$ cat src/rtl/output_layer_seq_ctrl.sv
// Output-layer sequencer: captures the previous layer's result vector,
// streams it word by word into the output layer, collects the neuron
// results, picks the winner by sequential signed argmax and reports it.
module output_layer_seq_ctrl #(
    parameter int prevNeurons   = 10,
    parameter int neurons       = 10,
    parameter int dataWidth     = 16,
    parameter int idxWidth      = 4,
    parameter int timeoutCycles = 1024
) (
    input  logic                             clk,
    input  logic                             rst_n,
    input  logic [prevNeurons-1:0]           prev_valid,
    input  logic [prevNeurons*dataWidth-1:0] prev_data,
    output logic                             lay_in_valid,
    output logic [dataWidth-1:0]             lay_in_data,
    input  logic [neurons-1:0]               lay_out_valid,
    input  logic [neurons*dataWidth-1:0]     lay_out_data,
    output logic                             digit_valid,
    output logic [idxWidth-1:0]              digit,
    output logic [dataWidth-1:0]             digit_score,
    output logic                             busy,
    output logic                             overrun_err,
    output logic                             timeout_err
);

    localparam int SCW = (prevNeurons > 1) ? $clog2(prevNeurons) : 1;
    localparam int WCW = (timeoutCycles > 1) ? $clog2(timeoutCycles) : 1;
    localparam logic [SCW-1:0]      STREAM_LAST = SCW'(prevNeurons - 1);
    localparam logic [WCW-1:0]      WAIT_LAST   = WCW'(timeoutCycles - 1);
    localparam logic [idxWidth-1:0] ARG_LAST    = idxWidth'(neurons - 1);

    typedef enum logic [2:0] {
        S_IDLE,
        S_STREAM,
        S_WAIT,
        S_ARGMAX,
        S_DONE
    } state_t;

    state_t                state_q, state_d;
    logic [dataWidth-1:0]  buf_q [prevNeurons];
    logic [dataWidth-1:0]  res_q [neurons];
    logic [neurons-1:0]    flags_q;
    logic [SCW-1:0]        stream_cnt_q;
    logic [WCW-1:0]        wait_cnt_q;
    logic [idxWidth-1:0]   arg_k_q;
    logic [idxWidth-1:0]   best_idx_q;
    logic [dataWidth-1:0]  best_val_q;

    logic                  capture;
    logic                  complete;
    logic                  take_k;
    logic [idxWidth-1:0]   cand_idx;
    logic [dataWidth-1:0]  cand_val;

    // State register.
    always_ff @(posedge clk or negedge rst_n) begin
        if (!rst_n) state_q <= S_IDLE;
        else        state_q <= state_d;
    end

    // Next-state logic and the argmax candidate for the current compare step.
    always_comb begin
        state_d  = state_q;
        capture  = &prev_valid;
        // Bits arriving this cycle count towards completion.
        complete = &(flags_q | lay_out_valid);
        // Index 0 is taken unconditionally so a result that arrived on the
        // WAIT exit edge is never compared against a stale best value.
        take_k   = (arg_k_q == '0) ||
                   ($signed(res_q[arg_k_q]) > $signed(best_val_q));
        cand_idx = take_k ? arg_k_q : best_idx_q;
        cand_val = take_k ? res_q[arg_k_q] : best_val_q;
        unique case (state_q)
            S_IDLE:   if (capture) state_d = S_STREAM;
            S_STREAM: if (stream_cnt_q == STREAM_LAST) state_d = S_WAIT;
            S_WAIT: begin
                if (complete)                     state_d = S_ARGMAX;
                else if (wait_cnt_q == WAIT_LAST) state_d = S_IDLE;
            end
            S_ARGMAX: if (arg_k_q == ARG_LAST) state_d = S_DONE;
            S_DONE:   state_d = S_IDLE;
            default:  state_d = S_IDLE;
        endcase
    end

    // Buffers, counters, collected-valid flags and the running argmax.
    always_ff @(posedge clk or negedge rst_n) begin
        if (!rst_n) begin
            for (int unsigned i = 0; i < prevNeurons; i++) buf_q[i] <= '0;
            for (int unsigned j = 0; j < neurons; j++)     res_q[j] <= '0;
            flags_q      <= '0;
            stream_cnt_q <= '0;
            wait_cnt_q   <= '0;
            arg_k_q      <= '0;
            best_idx_q   <= '0;
            best_val_q   <= '0;
        end else begin
            unique case (state_q)
                S_IDLE: begin
                    if (capture) begin
                        for (int unsigned i = 0; i < prevNeurons; i++)
                            buf_q[i] <= prev_data[i*dataWidth +: dataWidth];
                        stream_cnt_q <= '0;
                        wait_cnt_q   <= '0;
                        flags_q      <= '0;
                    end
                end
                S_STREAM: stream_cnt_q <= stream_cnt_q + 1'b1;
                S_WAIT: begin
                    for (int unsigned j = 0; j < neurons; j++)
                        if (lay_out_valid[j])
                            res_q[j] <= lay_out_data[j*dataWidth +: dataWidth];
                    flags_q    <= flags_q | lay_out_valid;
                    wait_cnt_q <= wait_cnt_q + 1'b1;
                    arg_k_q    <= '0;
                end
                S_ARGMAX: begin
                    best_idx_q <= cand_idx;
                    best_val_q <= cand_val;
                    arg_k_q    <= arg_k_q + 1'b1;
                end
                default: ;
            endcase
        end
    end

    // Registered outputs; digit/score load on the final compare so they
    // become visible together with the digit_valid pulse in DONE.
    always_ff @(posedge clk or negedge rst_n) begin
        if (!rst_n) begin
            lay_in_valid <= 1'b0;
            lay_in_data  <= '0;
            digit_valid  <= 1'b0;
            digit        <= '0;
            digit_score  <= '0;
            busy         <= 1'b0;
            overrun_err  <= 1'b0;
            timeout_err  <= 1'b0;
        end else begin
            lay_in_valid <= (state_q == S_STREAM);
            lay_in_data  <= (state_q == S_STREAM) ? buf_q[stream_cnt_q] : '0;
            busy         <= (state_d != S_IDLE);
            overrun_err  <= capture && (state_q != S_IDLE);
            timeout_err  <= (state_q == S_WAIT) && !complete && (wait_cnt_q == WAIT_LAST);
            digit_valid  <= (state_q == S_ARGMAX) && (state_d == S_DONE);
            if ((state_q == S_ARGMAX) && (state_d == S_DONE)) begin
                digit       <= cand_idx;
                digit_score <= cand_val;
            end
        end
    end

endmodule
$ cat config.mk
export PLATFORM = sky130hd
export DESIGN_NAME = output_layer_seq_ctrl
export DESIGN_NICKNAME = d
export VERILOG_FILES = /design/src/rtl/output_layer_seq_ctrl.sv
export SDC_FILE = /design/constraint.sdc
export NUM_CORES = 1
export LEC_CHECK = 0
export CORE_ASPECT_RATIO = 2
export CORE_UTILIZATION = 56
export DETAILED_ROUTE_END_ITERATION = 7
export PLACE_DENSITY = 0.86
export SKIP_LAST_GASP = 1
export SYNTH_ARGS = -nofsm -noshare
export SYNTH_HDL_FRONTEND = slang
export SYNTH_SLANG_ARGS = --single-unit
$ cat constraint.sdc
create_clock -name clk -period 5.8 [get_ports clk]
set_input_delay 1.16 -clock clk [delete_from_list [all_inputs] [get_ports clk]]
set_output_delay 1.16 -clock clk [all_outputs]
set_load 0.02 [all_outputs]
== Yosys cells after proc, flatten, opt, wreduce, memory -nomap -nowiden ==
Index checks and enable logic that the tools add are counted.

* ROM bits: 0
* Memories kept: 0
* Logic and storage cells: 101
* Output and inout bits: 41
* Bits in latches: 0
* Bits in writable memories: 0
* Register bits after elaboration: 412

* Equality and inequality tests: 8
* Add/subtract/negate cells: 3
* Shift-type cells: 0
* Muxes and demuxes: 21
* Divide/modulo/power cells: 0
* $mul: 0
* Reduce and logical (&&, ||, !) cells: 28
* Bitwise operators: 3
* $lt $le $gt $ge: 3

{| class="wikitable"
|+ Operators with widths
! kind !! number
|-
| $bmux W16 S4 || 2
|-
| $mux W16 || 6
|-
| $pmux W10 S2 || 2
|-
| $reduce_and A2 Y1 || 12
|-
| $reduce_and A10 Y1 || 2
|-
| $gt A16 B16 Y1 || 1
|-
| $pmux W4 S2 || 2
|-
| $mux W3 || 5
|-
| $pmux W3 S4 || 1
|-
| $reduce_and A11 Y1 || 1
|-
| $add A10 B1 Y10 const B || 1
|-
| $eq A10 B10 Y1 const B || 1
|-
| $ge A5 B5 Y1 const B || 2
|-
| $mux W10 || 1
|-
| $not A4 Y5 || 2
|-
| $or A10 B10 Y10 || 1
|-
| $add A4 B1 Y4 const B || 2
|-
| $eq A4 B4 Y1 const B || 2
|-
| $mux W4 || 2
|-
| $eq A3 B2 Y1 const B || 2
|-
| $reduce_bool A2 Y1 || 3
|-
| $reduce_bool A3 Y1 || 2
|-
| $logic_and A1 B1 Y1 || 4
|-
| $logic_not A4 Y1 || 1
|-
| 6 further kinds || 6
|}

== Logic depth before layout (Yosys ltp) ==
Gate-level depths: netlist (run 1).

* Depth in word-level cells: 7
* Gate-level depth with buffers: 17
* Gate-level depth less buffers: 12

== Least setup slack after synthesis (run 1) ==
Ideal clock, no wire load.

* Path type: register to register
* From: register arg_k_q[0]
* To: register best_idx_q[3]
* Cell stages (with the launch flop): 14
* Required time: 5675 ps
* Arrival time: 3801 ps
* Clock period less this slack: 3926 ps
* Setup slack: 1874 ps
* Cell sequence: dfrtp_1 buf_2 buf_2 mux4_2 a21oi_1 o21ai_0 ha_1 nand4_1 or4_1 a21o_1 and3_4 o31ai_4 buf_6 mux2_4

* Longest elaborated chain between the ends: 7
* Elaborated cells on any way between the ends: 8

{| class="wikitable"
|+ RTL lines
! what !! RTL line !! source
|-
| start: declaration || 47 || <nowiki>logic [idxWidth-1:0] arg_k_q;</nowiki>
|-
| start signal: assignment || 122 || <nowiki>arg_k_q <= arg_k_q + 1'b1;</nowiki>
|-
| $not A4 Y5 (implied by the code) || 72 || <nowiki>($signed(res_q[arg_k_q]) > $signed(best_val_q));</nowiki>
|-
| $bmux W16 S4 || 72 ||
|-
| $mux W16 (implied by the code) (2 in a row) || 72 ||
|-
| $gt A16 B16 Y1 || 72 ||
|-
| $logic_or A1 B1 Y1 (*) || 71 || <nowiki>take_k = (arg_k_q == '0) ||</nowiki>
|-
| $mux W4 (*) || 73 || <nowiki>cand_idx = take_k ? arg_k_q : best_idx_q;</nowiki>
|-
| end signal: assignment || 120 || <nowiki>best_idx_q <= cand_idx;</nowiki>
|-
| end: declaration || 48 || <nowiki>logic [idxWidth-1:0] best_idx_q;</nowiki>
|}

Mark *: on every way between the ends. The rest lies on a longest branch, timed or not. The select of a mux whose other input is x is not followed.
A chain may end at the register's enable or synchronous reset.

== Final worst setup path (run 1) ==
* From: register arg_k_q[0]
* To: register best_val_q[5]

* Longest elaborated chain between the ends: 7
* Elaborated cells on any way between the ends: 8

{| class="wikitable"
|+ RTL lines
! what !! RTL line !! source
|-
| $not A4 Y5 (implied by the code) || 72, 74 ||
|-
| $bmux W16 S4 || 72, 74 ||
|-
| $mux W16 (implied by the code) (2 in a row) || 72, 74 ||
|-
| $gt A16 B16 Y1 || 72 ||
|-
| $logic_or A1 B1 Y1 || 71 ||
|-
| $mux W16 (*) || 74 || <nowiki>cand_val = take_k ? res_q[arg_k_q] : best_val_q;</nowiki>
|-
| end signal: assignment || 121 || <nowiki>best_val_q <= cand_val;</nowiki>
|-
| end: declaration || 49 || <nowiki>logic [dataWidth-1:0] best_val_q;</nowiki>
|}

Marks and branches as above.

==> results.py, run 1 <==
metrics = {
    "run_status": {
        "status": "finished, final reports clean",
    },
    "clocking": {
        "clkTransAtPathRegs_ns": 0.07,
        "holdBufCountCts": 0,
        "cts_resized": 0,
        "numCtsBuffers": 38,
        "postCtsSetupRepairBufs": 0,
        "insertion_delay_ns": 0.54,
        "clockBufferDepth": 3,
        "clockRootBuffer": "clkbuf_16",
        "htree_levels": 2,
        "clock-sinks": 412,
        "cts_tree": "built",
    },
    "layout": {
        "drive_gt1_share_pct": 25.8,
        "mostFrequentLayoutCells": "dfrtp_1, clkdlybuf4s50_1, mux2_2",
        "area_delta_synth_final_pct": 29.5,
        "fin_util_pct": 73.8,
        "design_area_um2": 24300,
        "nNetsFinal": 2116,
        "final_common_cell": "dfrtp_1",
    },
    "pwr": {
        "vdd_drop_max_mv": 0.377,
        "seqPwrFrac_pct": 39.3,
        "intPower_uw": 7210,
        "p_leak_uw": 0.0107,
        "p_switching_uw": 3760,
        "power_density_nw_per_um2": 452,
        "combPwrFrac_pct": 35.4,
        "swShare_pct": 34.3,
        "clock_power_share_pct": 25.4,
    },
    "synth": {
        "synth_ff_type": "dfrtp_1",
        "syn_inst": 1410,
        "syn_nets": 1774,
        "ys_seq_elements": 412,
        "synth-edff-count": 0,
        "synth_area_um2": 18800,
        "syn_avg_cell_area_um2": 13.3,
        "ys_types": 49,
        "seq_area_frac_synth_pct": 55.0,
        "async_flop_share_pct": 100,
        "ys_warn_count": 0,
    },
    "worst_setup_path": {
        "r2r_end": "best_val_q[5]$_DFFE_PN0P_",
        "required_ns": 6.21,
        "setup.worst_path.start_class": "flip-flop",
        "arrival_ns": 5.30,
        "crit_start": "arg_k_q[0]$_DFFE_PN0P_",
        "critPathCaptureType": "flip-flop",
        "rrSetupSlack_ns": 0.91,
        "r2r_start": "arg_k_q[0]$_DFFE_PN0P_",
        "critical_path_peak_fanout": 46,
        "reg2reg_depth": 12,
        "crit_type": "reg -> reg",
        "crit_path_end": "best_val_q[5]$_DFFE_PN0P_",
    },
    "placed_design": {
        "dp_hpwl_mm": 39.6,
        "portBuffers": 382,
        "gp_congestion": 0.934,
        "placedInstanceArea_um2": 22900,
        "dp_slack_ns": 0.957,
    },
    "timing": {
        "clock.fmax_mhz": 204,
        "worst_slack_ns": 0.909,
        "grt_setup_unrepaired": "false",
        "relSlewSlack_pct": 19.7,
        "setup_tns_ns": 0,
        "drv_slew": 0,
        "skew_ns": 0.0204,
        "min_period_ns": 4.89,
        "hold_viol_final": 0,
        "min_period_over_period_pct": 84.3,
        "tightest_slew_ns": 1.20,
        "finalSetupViolations": 0,
    },
    "floorplan": {
        "die_area_um2": 34300,
        "core-area_um2": 32900,
        "die_w_um": 131,
        "dieHeight_um": 261,
        "io_pins": 383,
        "initial_core_util_pct": 57.0,
        "fp-row-count": 94,
    },
    "global_route": {
        "grt_pass1_wl_mm": 81.3,
        "grt_pass1_vias": 14300,
        "grt_usage_pct": 32.0,
        "grt_max_degree": 116,
        "grt_antenna_before_repair": 5,
        "overflow": 0,
    },
    "detailed_routing": {
        "vias_per_cell": 5.96,
        "wl_per_cell_um": 24.4,
        "firstDrtPassIters": 5,
        "route.detailed.drc": 0,
        "drt_iter0_markers": 736,
        "detail-route-antenna-nets": 0,
        "routed_wl_mm": 54.0,
        "vias": 13200,
    },
    "run": {
        "max-cap-violations": 0,
    },
    "min_path": {
        "hp-class": "reg -> reg",
    },
}
[power by group through the flow]
| stage | registers, uW | logic (uW) | clock network (uW) |
|---|---|---|---|
| after floorplan | 4000 | 2830 | 0 |
| after global placement | 4310 | 3720 | 0 |
| after detailed placement | 4350 | 3840 | 0 |
| after CTS | 4310 | 3870 | 2820 |
| after global routing | 4400 | 4110 | 2930 |
| final | 4310 | 3880 | 2780 |
[registers in the layout, summed over array words and instances (netlist names)]
signal,count
state_q,3
digit_valid,1
wait_cnt_q,10
digit_score,16
lay_in_valid,1
best_idx_q,4
best_val_q,16
digit,4
timeout_err,1
lay_in_data,16
res_q,160
overrun_err,1
stream_cnt_q,4
flags_q,10
arg_k_q,4
buf_q,160
busy,1
[stage by stage]
| stage | instances | hold slack [ns] | total power (uW) |
|---|---|---|---|
| after floorplan | 1410 | 0.445 | 6820 |
| after global placement | 2144 | 0.457 | 8030 |
| after detailed placement | 2144 | 0.462 | 8190 |
| after CTS | 2210 | 0.479 | 11000 |
| after global routing | 2215 | 0.496 | 11400 |
| final | 2215 | 0.476 | 11000 |
[area by class of cell]
class	instances	area (um2)
flip-flops and latches	412	10300
fillers	2145	8640
multi-input cells	871	7930
repair buffers	399	3990
clock buffers	53	1130
well taps	432	541
clock inverters	13	255
inverters	30	113
diodes	5	12.5
[worst min path at each step]
stage / from / endpoint / slack, ns / depth (start not counted)
finish: buf_q[18]$_DFFE_PN0P_ / buf_q[18]$_DFFE_PN0P_ / 0.48 / 2
global route: buf_q[18]$_DFFE_PN0P_ / buf_q[18]$_DFFE_PN0P_ / 0.50 / 2
CTS: buf_q[15]$_DFFE_PN0P_ / buf_q[15]$_DFFE_PN0P_ / 0.48 / 2
detailed placement: buf_q[25]$_DFFE_PN0P_ / buf_q[25]$_DFFE_PN0P_ / 0.46 / 2
global placement: buf_q[20]$_DFFE_PN0P_ / buf_q[20]$_DFFE_PN0P_ / 0.46 / 2
floorplan: buf_q[16]$_DFFE_PN0P_ / buf_q[16]$_DFFE_PN0P_ / 0.44 / 2
[kinds of logic after synthesis]
| kind of cell | share of synthesized area (%) |
|---|---|
| mux | 29.1 |
| flops | 55.0 |
| simple gates | 6.66 |
| compound gates | 4.89 |
| buf+inv | 2.83 |
| fa+ha+maj | 1.47 |
| xor+xnor | 0.140 |
[Yosys cell counts, types with 2 or more instances]
master	instances	area [um2]
mux2i_1	48	480
o31ai_1	4	30.0
nand4_1	8	50.1
o22ai_1	6	37.5
or3_1	4	25.0
nand2_1	132	495
and3_1	10	62.6
o22a_1	16	140
o21ai_1	3	15.0
buf_1	11	41.3
a41oi_1	3	26.3
nor2b_1	3	18.8
xor2_1	2	17.5
dfrtp_1	412	10300
nand3_1	47	235
buf_6	3	33.8
o21ai_0	32	160
mux2_4	19	285
buf_2	22	110
a21oi_1	25	125
nand2b_1	3	18.8
mux4_2	64	1440
a31oi_1	3	18.8
nor3_1	5	25.0
clkbuf_1	60	225
ha_1	22	275
nor2_1	72	270
inv_1	28	105
a21o_1	2	15.0
o211ai_1	35	263
mux2_2	288	3240
[per-layer routing]
layer  part of all wire (%)  vias up  GRT usage, %  wire length, um
li1                       -     5753             -                -
met1                     32     6745          32.4            17300
met2                     55      549          58.9            29700
met3                    5.2      160          4.90             2810
met4                    7.8        0          24.4             4230
met5                      0        -             0                0
[critical path, cell delays in order, from the launching register on]
cell	delay [ns]
dfrtp_4	0.99
buf_4	0.36
mux4_2	0.54
a21oi_1	0.39
o21ai_0	0.24
ha_1	0.36
nand4_1	0.09
or4_1	0.43
a21o_1	0.22
and3_4	0.29
o31ai_4	0.21
buf_4	0.29
mux2_4	0.32
No activity file was read; power rests on OpenSTA's default activity.
==> run 2, diff against run 1 <==
CORE_UTILIZATION = 47   (was 56)
PLACE_DENSITY = 0.77   (was 0.86)
clock period = 4.48 ns   (was 5.8 ns; I/O delays follow)
==> run 2 against run 1 <==
  * First-iteration DRC count decreased by 25%
  * Sequential share of layout area decreased by 0.73 points
  * Sequential power increased by 31%
  * Total power increased by 33%
  * Worst hold slack got worse by 0.13 ns
  * Final area increased by 1.8%
  * Critical endpoint is now best_val_q[11]$_DFFE_PN0P_
  * Highest routed layer unchanged
==> results.py, run 2 (same netlist as run 1, synthesis figures left out) <==
metrics = {
    "clocking": {
        "clkTransAtPathRegs_ns": 0.06,
        "clockRootBuffer": "clkbuf_16",
        "insertion_delay_ns": 0.55,
        "clock-sinks": 412,
        "holdBufCountCts": 0,
        "cts_tree": "built",
        "clockBufferDepth": 3,
        "htree_levels": 2,
        "numCtsBuffers": 39,
    },
    "layout": {
        "n_fill_cell": 3114,
        "multi_input_area_um2": 7940,
        "register_area_um2": 10300,
        "drive_gt1_share_pct": 27.3,
        "final_common_cell": "dfrtp_1",
        "reg_top3": "buf_q x160, res_q x160",
        "fin_util_pct": 62.7,
        "nNetsFinal": 2145,
        "area_delta_synth_final_pct": 31.8,
        "mostFrequentLayoutCells": "dfrtp_1, clkdlybuf4s50_1, mux2_2",
    },
    "floorplan": {
        "initial_core_util_pct": 47.6,
        "io_pins": 383,
        "dieHeight_um": 285,
        "die_area_um2": 40800,
        "core-area_um2": 39400,
        "die_w_um": 143,
        "fp-row-count": 103,
    },
    "worst_setup_path": {
        "arrival_ns": 4.68,
        "r2r_end": "best_val_q[11]$_DFFE_PN0P_",
        "crit_path_end": "best_val_q[11]$_DFFE_PN0P_",
        "rrSetupSlack_ns": 0.22,
        "crit_start": "arg_k_q[0]$_DFFE_PN0P_",
        "required_ns": 4.90,
        "reg2reg_depth": 11,
        "critical_path_peak_fanout": 13,
        "critPathCaptureType": "flip-flop",
        "crit_type": "reg -> reg",
        "r2r_start": "arg_k_q[0]$_DFFE_PN0P_",
        "cp.depth": 11,
        "worst_path_largest_cell_delay_ns": 0.61,
        "crit_family": "compound AO/OA/AOI/OAI gates",
        "crit_buf_inv": 1,
        "slowest_stage": "or4_1",
        "path_cells": "mux4_2 > a21oi_1 > o21ai_0 > ha_1 > nand4_1 > or4_1 > a21o_1 > and3_4 > o31ai_4 > buf_4 > mux2_4",
        "setup.worst_path.start_class": "flip-flop",
    },
    "timing": {
        "tightest_slew_ns": 1.03,
        "drv_slew": 0,
        "hold_viol_final": 0,
        "setup_tns_ns": 0,
        "grt_setup_unrepaired": "false",
        "whs_ns": 0.342,
        "worst_slack_ns": 0.221,
        "relSlewSlack_pct": 31.6,
        "min_period_ns": 4.26,
        "skew_ns": 0.0172,
        "min_period_over_period_pct": 95.1,
        "clock.fmax_mhz": 235,
        "finalSetupViolations": 0,
    },
    "detailed_routing": {
        "wl_per_cell_um": 23.5,
        "route.detailed.drc": 0,
        "drt_iter0_markers": 550,
        "routed_wl_mm": 55.1,
        "detail-route-antenna-nets": 0,
        "vias": 13100,
        "vias_per_cell": 5.60,
        "firstDrtPassIters": 4,
    },
    "pwr": {
        "power_density_nw_per_um2": 591,
        "vdd_drop_max_mv": 0.451,
        "p_leak_uw": 0.0109,
    },
    "global_route": {
        "grt_antenna_before_repair": 3,
        "grt_pass1_vias": 14700,
        "overflow": 0,
        "grt_max_degree": 118,
        "grt_usage_pct": 27.9,
        "grt_pass1_wl_mm": 83.5,
    },
    "placed_design": {
        "portBuffers": 382,
        "dp_hpwl_mm": 41.1,
        "dp_slack_ns": 0.120,
        "gp_congestion": 0.912,
    },
    "run_status": {
        "status": "finished, final reports clean",
    },
    "min_path": {
        "hp-class": "in -> async",
    },
    "run": {
        "max-cap-violations": 0,
    },
}
==> run 2: cell count changes in the layout (fill, tap and decap cells not counted), sizes merged <==
cell / delta
diode: -2
bufinv: -1
clkinvlp: -1
clkbuf: +2
buf: +28
clkinv: +6
==> run 2: worst reg2reg max path, cell delays in order, from the launching register on <==
cell and delay [ns]:
dfrtp_4 0.55, mux4_2 0.53, a21oi_1 0.39, o21ai_0 0.25
ha_1 0.35, nand4_1 0.19, or4_1 0.61, a21o_1 0.23
and3_4 0.21, o31ai_4 0.23, buf_4 0.28, mux2_4 0.32
==> run 2: timing repair <==
| action | CTS | global route |
|---|---|---|
| gates resized for setup | 0 | 2 |
| setup endpoints to repair | 0 | 25 |
| buffers inserted | 0 | 7 |
==> run 2: cell type report <==
| cell class | instances | share of cell area [%] |
|---|---|---|
| diodes | 3 | 0.0304 |
| clock buffers | 55 | 4.61 |
| clock inverters | 17 | 1.04 |
| inverters | 30 | 0.456 |
| multi-input cells | 871 | 32.1 |
| flip-flops and latches | 412 | 41.7 |
| well taps | 525 | 2.66 |
| repair buffers | 427 | 17.4 |
==> run 2: where the power goes <==
| part | total, uW | internal (uW) | switching, uW |
|---|---|---|---|
| Sequential | 5640 | 4710 | 931 |
| Clock | 3590 | 2140 | 1460 |
| Combinational | 5390 | 2750 | 2640 |
| Total | 14600 | 9590 | 5030 |
==> run 2: layer usage <==
metal  up-vias  share of wire, %  GRT usage [%]  wire length, um
met5         -                 0              0                0
met4         0               8.5           20.7             4660
met3       156               5.1           4.25             2830
met2       516                55           51.8            30100
met1      6607                32           27.1            17500
li1       5824                 -              -                -
==> run 2: per-stage QoR <==
stage,cell area (um2),total power (uW),cells
3_5_place_dp,23300,11000,2258
2_1_floorplan,18800,8830,1410
4_1_cts,24700,14600,2330
6_report,24700,14600,2340
5_1_grt,24700,15300,2340
3_3_place_gp,23300,10800,2258
==> run 2: worst min path at each step <==
stage                          start                    end  slack [ns]  cells after the start
3_5_place_dp   buf_q[30]$_DFFE_PN0P_  buf_q[30]$_DFFE_PN0P_        0.46                      2
4_1_cts                        rst_n  res_q[67]$_DFFE_PN0P_        0.46                      1
2_1_floorplan  buf_q[16]$_DFFE_PN0P_  buf_q[16]$_DFFE_PN0P_        0.44                      2
3_3_place_gp   buf_q[27]$_DFFE_PN0P_  buf_q[27]$_DFFE_PN0P_        0.46                      2
5_1_grt                        rst_n  res_q[68]$_DFFE_PN0P_        0.48                      1
6_report                       rst_n  res_q[67]$_DFFE_PN0P_        0.34                      1
